**config.mk**
```make
export PLATFORM = sky130hd
export DESIGN_NAME = axi4lite_regbus_bridge
export DESIGN_NICKNAME = d
export VERILOG_FILES = /design/src/rtl/axi4lite_regbus_bridge.sv
export SDC_FILE = /design/constraint.sdc
export NUM_CORES = 1
export LEC_CHECK = 0
export ABC_AREA = 1
export CAP_MARGIN = 20
export CORE_ASPECT_RATIO = 0.8
export CORE_MARGIN = 2
export CORE_UTILIZATION = 48
export DETAILED_ROUTE_END_ITERATION = 6
export GPL_TIMING_DRIVEN = 0
export PLACE_DENSITY = 0.8
export SYNTH_ARGS = -nofsm -noshare
export SYNTH_HDL_FRONTEND = slang
export SYNTH_SLANG_ARGS = --single-unit
```
**constraint.sdc**
```tcl
create_clock -name Clk -period 2.2 [get_ports Clk]
set_input_delay 0.55 -clock Clk [delete_from_list [all_inputs] [get_ports Clk]]
set_output_delay 0.55 -clock Clk [all_outputs]
set_load 0.01 [all_outputs]
```
**src/rtl/axi4lite_regbus_bridge.sv**
```systemverilog
// rtl/axi4lite_regbus_bridge.sv - AXI4-Lite slave to regbus master bridge
// One transaction in flight; AW/W/AR each buffered one deep, alternating read/write grant.

module axi4lite_regbus_bridge #(
  parameter int ADDR_WIDTH     = 32,
  parameter int DATA_WIDTH     = 32,
  parameter int ADDR_SPAN      = 4096,
  parameter int TIMEOUT_CYCLES = 256
) (
  input  logic                    Clk,
  input  logic                    Rst,
  input  logic [ADDR_WIDTH-1:0]   awaddr,
  input  logic                    awvalid,
  output logic                    awready,
  input  logic [DATA_WIDTH-1:0]   wdata,
  input  logic [DATA_WIDTH/8-1:0] wstrb,
  input  logic                    wvalid,
  output logic                    wready,
  output logic [1:0]              bresp,
  output logic                    bvalid,
  input  logic                    bready,
  input  logic [ADDR_WIDTH-1:0]   araddr,
  input  logic                    arvalid,
  output logic                    arready,
  output logic [DATA_WIDTH-1:0]   rdata,
  output logic [1:0]              rresp,
  output logic                    rvalid,
  input  logic                    rready,
  output logic                    reg_valid,
  output logic                    reg_write,
  output logic [ADDR_WIDTH-1:0]   reg_addr,
  output logic [DATA_WIDTH-1:0]   reg_wdata,
  output logic [DATA_WIDTH/8-1:0] reg_wstrb,
  input  logic                    reg_ready,
  input  logic [DATA_WIDTH-1:0]   reg_rdata
);

  localparam int STRB_W = DATA_WIDTH / 8;
  localparam int LSB    = $clog2(STRB_W);
  localparam int TW     = (TIMEOUT_CYCLES > 1) ? $clog2(TIMEOUT_CYCLES) : 1;
  localparam logic [TW-1:0] T_LAST = (TIMEOUT_CYCLES > 0) ? TW'(TIMEOUT_CYCLES - 1) : '0;
  localparam logic [ADDR_WIDTH:0]   SPAN  = (ADDR_WIDTH + 1)'(ADDR_SPAN);
  localparam logic [ADDR_WIDTH-1:0] ALIGN = ADDR_WIDTH'((1 << LSB) - 1);
  localparam logic [1:0] RESP_OKAY   = 2'b00;
  localparam logic [1:0] RESP_SLVERR = 2'b10;
  localparam logic [1:0] RESP_DECERR = 2'b11;

  typedef enum logic [1:0] {IDLE, REQ, RESP} state_t;
  state_t state_q, state_d;

  logic                  aw_full, w_full, ar_full;
  logic [ADDR_WIDTH-1:0] aw_addr_q, ar_addr_q;
  logic [DATA_WIDTH-1:0] w_data_q;
  logic [STRB_W-1:0]     w_strb_q;
  logic                  prefer_read, cur_write;
  logic [1:0]            resp_code;
  logic [TW-1:0]         tcnt;

  logic                  wr_elig, rd_elig, grant_any, grant_write, grant_decerr;
  logic                  req_done, req_tout, resp_hs;
  logic [ADDR_WIDTH-1:0] grant_addr, cur_addr;

  always_comb begin
    state_d      = state_q;
    wr_elig      = aw_full & w_full;
    rd_elig      = ar_full;
    grant_any    = wr_elig | rd_elig;
    grant_write  = wr_elig & (~rd_elig | ~prefer_read);
    grant_addr   = grant_write ? aw_addr_q : ar_addr_q;
    grant_decerr = ({1'b0, grant_addr} >= SPAN);
    cur_addr     = cur_write ? aw_addr_q : ar_addr_q;
    req_done     = reg_valid & reg_ready;
    // A same-cycle reg_ready beats the timeout.
    req_tout     = (TIMEOUT_CYCLES != 0) && reg_valid && !reg_ready && (tcnt == T_LAST);
    resp_hs      = cur_write ? (bvalid & bready) : (rvalid & rready);
    case (state_q)
      IDLE:    if (grant_any) state_d = grant_decerr ? RESP : REQ;
      REQ:     if (req_done | req_tout) state_d = RESP;
      RESP:    if (resp_hs) state_d = IDLE;
      default: state_d = IDLE;
    endcase
  end

  always_ff @(posedge Clk) begin
    if (Rst) state_q <= IDLE;
    else     state_q <= state_d;
  end

  always_ff @(posedge Clk) begin
    if (Rst) begin
      awready     <= 1'b0;
      wready      <= 1'b0;
      arready     <= 1'b0;
      aw_full     <= 1'b0;
      w_full      <= 1'b0;
      ar_full     <= 1'b0;
      aw_addr_q   <= '0;
      ar_addr_q   <= '0;
      w_data_q    <= '0;
      w_strb_q    <= '0;
      prefer_read <= 1'b1;
      cur_write   <= 1'b0;
      resp_code   <= RESP_OKAY;
      tcnt        <= '0;
      bvalid      <= 1'b0;
      bresp       <= 2'b00;
      rvalid      <= 1'b0;
      rresp       <= 2'b00;
      rdata       <= '0;
      reg_valid   <= 1'b0;
      reg_write   <= 1'b0;
      reg_addr    <= '0;
      reg_wdata   <= '0;
      reg_wstrb   <= '0;
    end else begin
      // Readies follow buffer emptiness one cycle late and drop on the accepting edge.
      awready <= ~aw_full & ~(awvalid & awready);
      wready  <= ~w_full & ~(wvalid & wready);
      arready <= ~ar_full & ~(arvalid & arready);
      if (awvalid & awready) begin
        aw_full   <= 1'b1;
        aw_addr_q <= awaddr;
      end
      if (wvalid & wready) begin
        w_full   <= 1'b1;
        w_data_q <= wdata;
        w_strb_q <= wstrb;
      end
      if (arvalid & arready) begin
        ar_full   <= 1'b1;
        ar_addr_q <= araddr;
      end
      tcnt <= (reg_valid & ~req_done & ~req_tout) ? tcnt + 1'b1 : '0;

      case (state_q)
        IDLE: begin
          if (grant_any) begin
            cur_write   <= grant_write;
            prefer_read <= grant_write;
            if (grant_decerr) begin
              resp_code <= RESP_DECERR;
              rdata     <= '0;
            end
          end
        end
        REQ: begin
          if (!reg_valid) begin
            reg_valid <= 1'b1;
            reg_write <= cur_write;
            reg_addr  <= cur_addr & ~ALIGN;
            reg_wdata <= cur_write ? w_data_q : '0;
            reg_wstrb <= cur_write ? w_strb_q : '0;
          end else if (req_done | req_tout) begin
            reg_valid <= 1'b0;
            reg_write <= 1'b0;
            reg_addr  <= '0;
            reg_wdata <= '0;
            reg_wstrb <= '0;
            resp_code <= req_done ? RESP_OKAY : RESP_SLVERR;
            rdata     <= (req_done & ~cur_write) ? reg_rdata : '0;
          end
        end
        RESP: begin
          if (cur_write) begin
            if (!bvalid) begin
              bvalid <= 1'b1;
              bresp  <= resp_code;
            end else if (bready) begin
              bvalid  <= 1'b0;
              bresp   <= 2'b00;
              aw_full <= 1'b0;
              w_full  <= 1'b0;
            end
          end else begin
            if (!rvalid) begin
              rvalid <= 1'b1;
              rresp  <= resp_code;
            end else if (rready) begin
              rvalid  <= 1'b0;
              rresp   <= 2'b00;
              rdata   <= '0;
              ar_full <= 1'b0;
            end
          end
        end
        default: ;
      endcase
    end
  end

endmodule
```
==> results of run 1 <==
-- sequential cells by signal, indices dropped and copies added (netlist names), 2 cells and up --
| signal | flops |
|---|---|
| ar_addr_q | 30 |
| aw_addr_q | 30 |
| bresp | 2 |
| rdata | 32 |
| reg_addr | 30 |
| reg_wdata | 32 |
| reg_wstrb | 4 |
| resp_code | 2 |
| rresp | 2 |
| state_q | 2 |
| tcnt | 8 |
| w_data_q | 32 |
| w_strb_q | 4 |
-- worst max-delay path by stage --
stage	from	endpoint	slack, ns	cells past startpoint
2_1_floorplan	reg_ready	rdata[0]$_SDFFE_PP0P_	0.59	11
3_3_place_gp	Rst	aw_addr_q[29]$_SDFFE_PP0P_	-0.25	6
3_5_place_dp	Rst	aw_addr_q[29]$_SDFFE_PP0P_	-0.28	6
4_1_cts	bvalid$_SDFFE_PP0P_	bvalid	0.17	1
5_1_grt	Rst	aw_addr_q[29]$_SDFFE_PP0P_	0.05	6
6_report	Rst	aw_addr_q[29]$_SDFFE_PP0P_	0.18	6
-- critical path: stages --
cell      delay (ns)
clkbuf_1        0.29
inv_1           0.15
clkbuf_1        0.53
clkbuf_1        0.55
o21ai_0         0.24
nor2_1          0.14
-- power groups by stage --
stage,Sequential [µW],Clock [µW],Combinational [µW]
after global routing,4650,4260,2570
after global placement,4680,0,2250
final,4610,4060,2300
after floorplan,4760,0,1230
after detailed placement,4690,0,2290
after CTS,4610,4110,2300
-- per-layer routing --
| layer | global-route usage (%) | up-vias | routed length, µm |
|---|---|---|---|
| li1 | - | 4404 | - |
| met5 | 0 | - | 0 |
| met4 | 7.52 | 0 | 649 |
| met2 | 42.1 | 308 | 11500 |
| met3 | 6.78 | 52 | 2180 |
| met1 | 35.3 | 4026 | 11600 |
-- synth_stat cells (3+ instances only) --
cell type	instances	share of area [%]
nor2_2	4	0.29
inv_1	21	0.90
dfxtp_1	222	51
buf_4	10	0.86
nand2_1	211	9.0
clkbuf_1	54	2.3
nor3_1	3	0.17
buf_2	17	0.97
nor2_1	328	14
xnor2_1	3	0.30
o2111ai_1	30	3.0
nand3_1	45	2.6
a21oi_1	112	6.4
o21ai_0	100	5.7
buf_6	6	0.77
-- per-stage QoR --
| stage | cell area (µm²) | hold WS, ns | std cells | setup TNS [ns] | worst slack (ns) |
|---|---|---|---|---|---|
| 2_1_floorplan | 8770 | 0.418 | 1187 | 0 | 0.592 |
| 3_3_place_gp | 11500 | 0.430 | 1660 | -4.55 | -0.254 |
| 3_5_place_dp | 11500 | 0.450 | 1660 | -6.52 | -0.279 |
| 4_1_cts | 12300 | 0.459 | 1702 | 0 | 0.171 |
| 5_1_grt | 12300 | 0.472 | 1702 | 0 | 0.0535 |
| 6_report | 12300 | 0.458 | 1702 | 0 | 0.183 |
-- logic make-up (layout without fill, tap and decap cells) --
| group | after synthesis | count (layout) | synth area share (%) |
|---|---|---|---|
| fa+ha+maj | 1 | 1 | 0.143 |
| simple gates | 602 | 602 | 27.4 |
| xor+xnor | 5 | 5 | 0.500 |
| buf+inv | 111 | 396 | 5.94 |
| other cells | 1 | 2 | 0.0428 |
| flops | 222 | 222 | 50.7 |
| compound gates | 244 | 244 | 15.3 |
-- final cells by class --
| class | instances | area (µm²) |
|---|---|---|
| multi-input combinational | 854 | 3800 |
| inverter | 23 | 86.3 |
| sequential | 222 | 4440 |
| buffer | 88 | 434 |
| fill | 1553 | 5720 |
| clock buffer | 36 | 704 |
| timing repair buffer | 243 | 2430 |
| clock inverter | 6 | 95.1 |
| tap | 230 | 288 |
-- layout by cell type, fill, tap and decap left out, types with 2 or more instances in the layout --
master / Yosys / routed
nand2_2: 2 / 2
o21ai_0: 100 / 100
nor2_1: 328 / 328
nand3_2: 2 / 2
nor3_1: 3 / 3
inv_1: 21 / 21
xnor2_1: 3 / 3
o2111ai_1: 30 / 30
clkinv_2: 0 / 3
clkbuf_8: 0 / 8
bufinv_16: 0 / 2
buf_2: 17 / 17
clkbuf_16: 0 / 23
xor2_1: 2 / 2
buf_4: 10 / 10
buf_6: 6 / 6
conb_1: 1 / 2
nand2_4: 2 / 2
nand3_1: 45 / 45
clkbuf_1: 54 / 59
clkdlybuf4s50_1: 0 / 243
nor2_2: 4 / 4
nand4_1: 2 / 2
a211oi_1: 2 / 2
nand2_1: 211 / 211
a21oi_1: 112 / 112
dfxtp_1: 222 / 222
==> flow_summary_export.csv, run 1 <==
group,metric,value,unit
clocking,clk_latency,0.52,ns
clocking,post-cts-setup-buffer-count,0,
sta,layout_min_cycle_time,2.02,ns
min_path,min_path_cells,1,
die,design.die.area,19400,µm²
synthesis,ys_ff_latch,222,
clocking,path_clk_slew,0.06,ns
power,switching_share,27.3,%
min_path,hold_class,"flop to flop",
run,drv_cap,0,
route,firstDrtPassIters,7,
global_routing,antenna_found_initial,0,
setup_path,end_kind,"flop",
clocking,cts.sinks,222,
setup_path,rrSetupSlack,0.32,ns
min_path,min_to,"awready$_SDFF_PP0_",
route,dr.first_iter.drc_count,601,
setup_path,worstPathRequired,2.65,ns
sta,relSlewSlack,55.3,%
layout,final_core_util,68.2,%
run_status,status,"finished clean",
route,vias,8790,
global_routing,overflow,0,
power,p_per_area,893,nW/µm²
die,die_y,125,µm
synthesis,ys_seq_area_share,50.7,%
synthesis,yosys_warnings,0,
clocking,htreeDepth,1,
layout,antenna_cells,0,
synthesis,postSynthCellCount,1186,
synthesis,async_flop_share,0,%
power,seqPwrFrac,42.0,%
setup_path,path_max_fanout,10,
route,final_antenna_net_count,0,
route,drt_wl_total,25900,µm
sta,fin_crit_sh,91.7,%
die,io-pin-count,251,
synthesis,synth-main-ff-cell,"dfxtp_1",
placement,hpwlAfterDp,18900,µm
power,p_sw,3000,µW
synthesis,syn_avg_cell_area,7.39,µm²
setup_path,cp_data_arrival_time,2.47,ns
global_routing,grt_pass1_wl,41700,µm
power,peakVddDrop,0.521,mV
sta,final_hold_viol_count,0,
route,wire_per_inst,15.2,µm
clocking,cts_resized,0,
route,drc,0,
global_routing,track_usage,26.3,%
power,p_total,11000,µW
clocking,cts_tree,"done",
synthesis,synth_edf_count,0,
die,coreArea,18000,µm²
layout,area_delta_synth_final,40.2,%
global_routing,grt_start_max_net_pins,14,
die,initial_utilization,48.7,%
layout,layout.nets,1596,
sta,fmax,0.496,GHz
setup_path,r2r-start,"tcnt[0]$_SDFF_PP0_",
sta,finClkSkew,0.0152,ns
route,viasPerCell,5.16,
synthesis,syn_area,8760,µm²
setup_path,reg2reg_to,"reg_addr[30]$_SDFFE_PP0P_",
placement,port_buffers,243,
power,pwr-share-comb,21.0,%
clocking,cts_hold_buffers,0,
setup_path,r2r_cells,8,
clocking,ctsLongestPathBuffers,3,
layout,layout-drive-gt1-share,5.71,%
setup_path,cp-start-kind,"input port",
die,rows,44,
sta,tightest_slew,0.671,ns
setup_path,crit_type,"input port to flop",
synthesis,synth_cell_types,29,
placement,gp_congestion,0.895,
min_path,worstHoldStart,"aw_full$_SDFF_PP0_",
power,power.internal,7970,µW
power,clkPwrFrac,37.0,%
die,die_x,155,µm
sta,finalSetupViolCount,0,
global_routing,grt_pass1_vias,8461,
sta,rsz0062_at_grt,"no",
clocking,clock-root-buffer,"clkbuf_16",
power,power_leakage,0.00460,µW
clocking,cts-buffers-inserted,23,
sta,drv_slew,0,
Note: power is estimated with default switching activity, not from simulation.
==> run 2, diff against run 1 <==
Settings changed: GPL_ROUTABILITY_DRIVEN set to 0.
==> results of run 2 <==
The final DEF is identical to that of run 1; final timing and power are the same.
==> run 3, diff against run 2 <==
Settings changed: CORE_MARGIN 2 to unset.
==> run 3 against run 2 <==
Wire length down 1.0%. Worst hold slack better by 0.0012 ns. Sequential share of layout area up 0.37 points. Count of clock-buffer cells in the layout is 2 lower. Core utilization increased by 0.88 points. Critical endpoint is now aw_addr_q[27]$_SDFFE_PP0P_.
==> flow_summary_export.csv, run 3 (synthesized netlist as in run 1, its figures left out) <==
group,metric,value,unit
clocking,cts.sinks,222,
route,drt_wl_total,25600,µm
clocking,cts_resized,0,
route,routed.top_layer,"met4",
clocking,ctsLongestPathBuffers,3,
sta,final_hold_viol_count,0,
sta,worst_slack,0.149,ns
setup_path,cp-start-kind,"input port",
layout,antenna_cells,0,
power,peakVddDrop,0.457,mV
route,viasPerCell,5.24,
placement,port_buffers,243,
die,coreArea,17600,µm²
route,vias,8866,
die,design.die.area,18800,µm²
sta,finalSetupViolCount,0,
setup_path,crit_type,"input port to flop",
die,rows,43,
run_status,status,"finished clean",
setup_path,cp_data_arrival_time,2.48,ns
route,final_antenna_net_count,0,
sta,fin_crit_sh,93.2,%
placement,post-place-ws,-0.384,ns
route,firstDrtPassIters,5,
clocking,cts-buffers-inserted,22,
layout,layout-drive-gt1-share,5.18,%
clocking,clk_latency,0.51,ns
layout,final_cells,1693,
sta,fmax,0.488,GHz
route,dr_wl_met3,2160,µm
sta,relSlewSlack,46.1,%
layout,final_cell_mix,"328 x nor2_1, 243 x clkdlybuf4s50_1, 222 x dfxtp_1",
die,die_y,123,µm
power,power_leakage,0.00454,µW
clocking,cts_tree,"done",
layout,design_area,12200,µm²
die,die_x,153,µm
route,drc,0,
placement,dp.cells,1655,
run,drv_cap,0,
route,wire_per_inst,15.1,µm
layout,reg_top3,"rdata: 32 flops, reg_wdata: 32 flops, w_data_q: 32 flops",
global_routing,overflow,0,
setup_path,end_kind,"flop",
placement,place_area,11500,µm²
route,dr.first_iter.drc_count,547,
setup_path,worstPathRequired,2.63,ns
sta,rsz0062_at_grt,"no",
global_routing,grt_pass1_vias,8230,
layout,layout_commonest_cell,"nor2_1",
sta,finClkSkew,0.0164,ns
clocking,post-cts-setup-buffer-count,0,
global_routing,grt_start_max_net_pins,14,
die,initial_utilization,49.8,%
global_routing,track_usage,27.1,%
die,io-pin-count,251,
route,wl_met1,11500,µm
global_routing,grt_pass1_wl,40900,µm
route,wl_met2,11300,µm
clocking,path_clk_slew,0.06,ns
sta,tightest_slew,0.809,ns
min_path,hold_class,"flop to flop",
sta,drv_slew,0,
placement,hpwlAfterDp,18900,µm
sta,layout_min_cycle_time,2.05,ns
clocking,cts_hold_buffers,0,
power,p_total,10500,µW
setup_path,path_max_fanout,10,
layout,layout.nets,1595,
power,p_per_area,864,nW/µm²
clocking,htreeDepth,1,
global_routing,antenna_found_initial,0,
layout,area_delta_synth_final,38.8,%
clocking,clock-root-buffer,"clkbuf_16",
run 3: cell count changes in the layout (fill, tap and decap cells not counted):
cell | before | now
clkbuf_8 | 8 | 3
clkbuf_1 | 59 | 63
bufinv_16 | 2 | 1
clkbuf_16 | 23 | 22
clkinv_2 | 3 | 2
clkinv_8 | 0 | 1
inv_16 | 1 | 0
run 3: per-stage QoR:
stage / setup TNS, ns / hold WS, ns / util (%)
2_1_floorplan: 0 / 0.418 / -
3_3_place_gp: -9.56 / 0.433 / 65.3
3_5_place_dp: -17.78 / 0.453 / 65.3
4_1_cts: 0 / 0.461 / 69.1
5_1_grt: 0 / 0.474 / 69.1
6_report: 0 / 0.460 / 69.1
run 3: layout make-up:
type                    instances  area [µm²]
plain buffers                  88         434
clock buffers                  34         626
clock inverters                 4        56.3
fillers                      1520        5430
inverters                      23        86.3
multi-input cells             854        3800
flip-flops and latches        222        4440
well taps                     225         282
repair buffers                243        2430
run 3: final timing paths:
kind                             startpoint                         end  slack [ns]  cells past startpoint
hold / removal    reg_wdata[3]$_SDFFE_PP0P_   reg_wdata[3]$_SDFFE_PP0P_        0.46                      2
hold reg to reg   reg_wdata[3]$_SDFFE_PP0P_   reg_wdata[3]$_SDFFE_PP0P_        0.46                      2
setup reg to reg         tcnt[0]$_SDFF_PP0_  reg_wdata[23]$_SDFFE_PP0P_        0.33                     10
setup / recovery                        Rst  aw_addr_q[27]$_SDFFE_PP0P_        0.15                      6
run 3: per-layer routing:
| layer | up-vias | GRT usage [%] |
|---|---|---|
| li1 | 4397 | - |
| met1 | 4077 | 36.0 |
| met2 | 345 | 43.9 |
| met3 | 47 | 6.07 |
| met4 | 0 | 8.71 |
| met5 | - | 0 |
run 3: worst max-delay path, stage by stage:
cell	delay (ns)
clkbuf_1	0.34
inv_1	0.17
clkbuf_1	0.56
clkbuf_1	0.52
o21ai_0	0.20
nor2_1	0.13
run 3: where the power goes:
part           leakage, µW  internal (µW)  switching, µW  total [µW]
clock network     0.000332           2070           1510        3590
registers          0.00181           4390            223        4620
logic              0.00240           1130           1170        2300
total              0.00454           7600           2910       10500
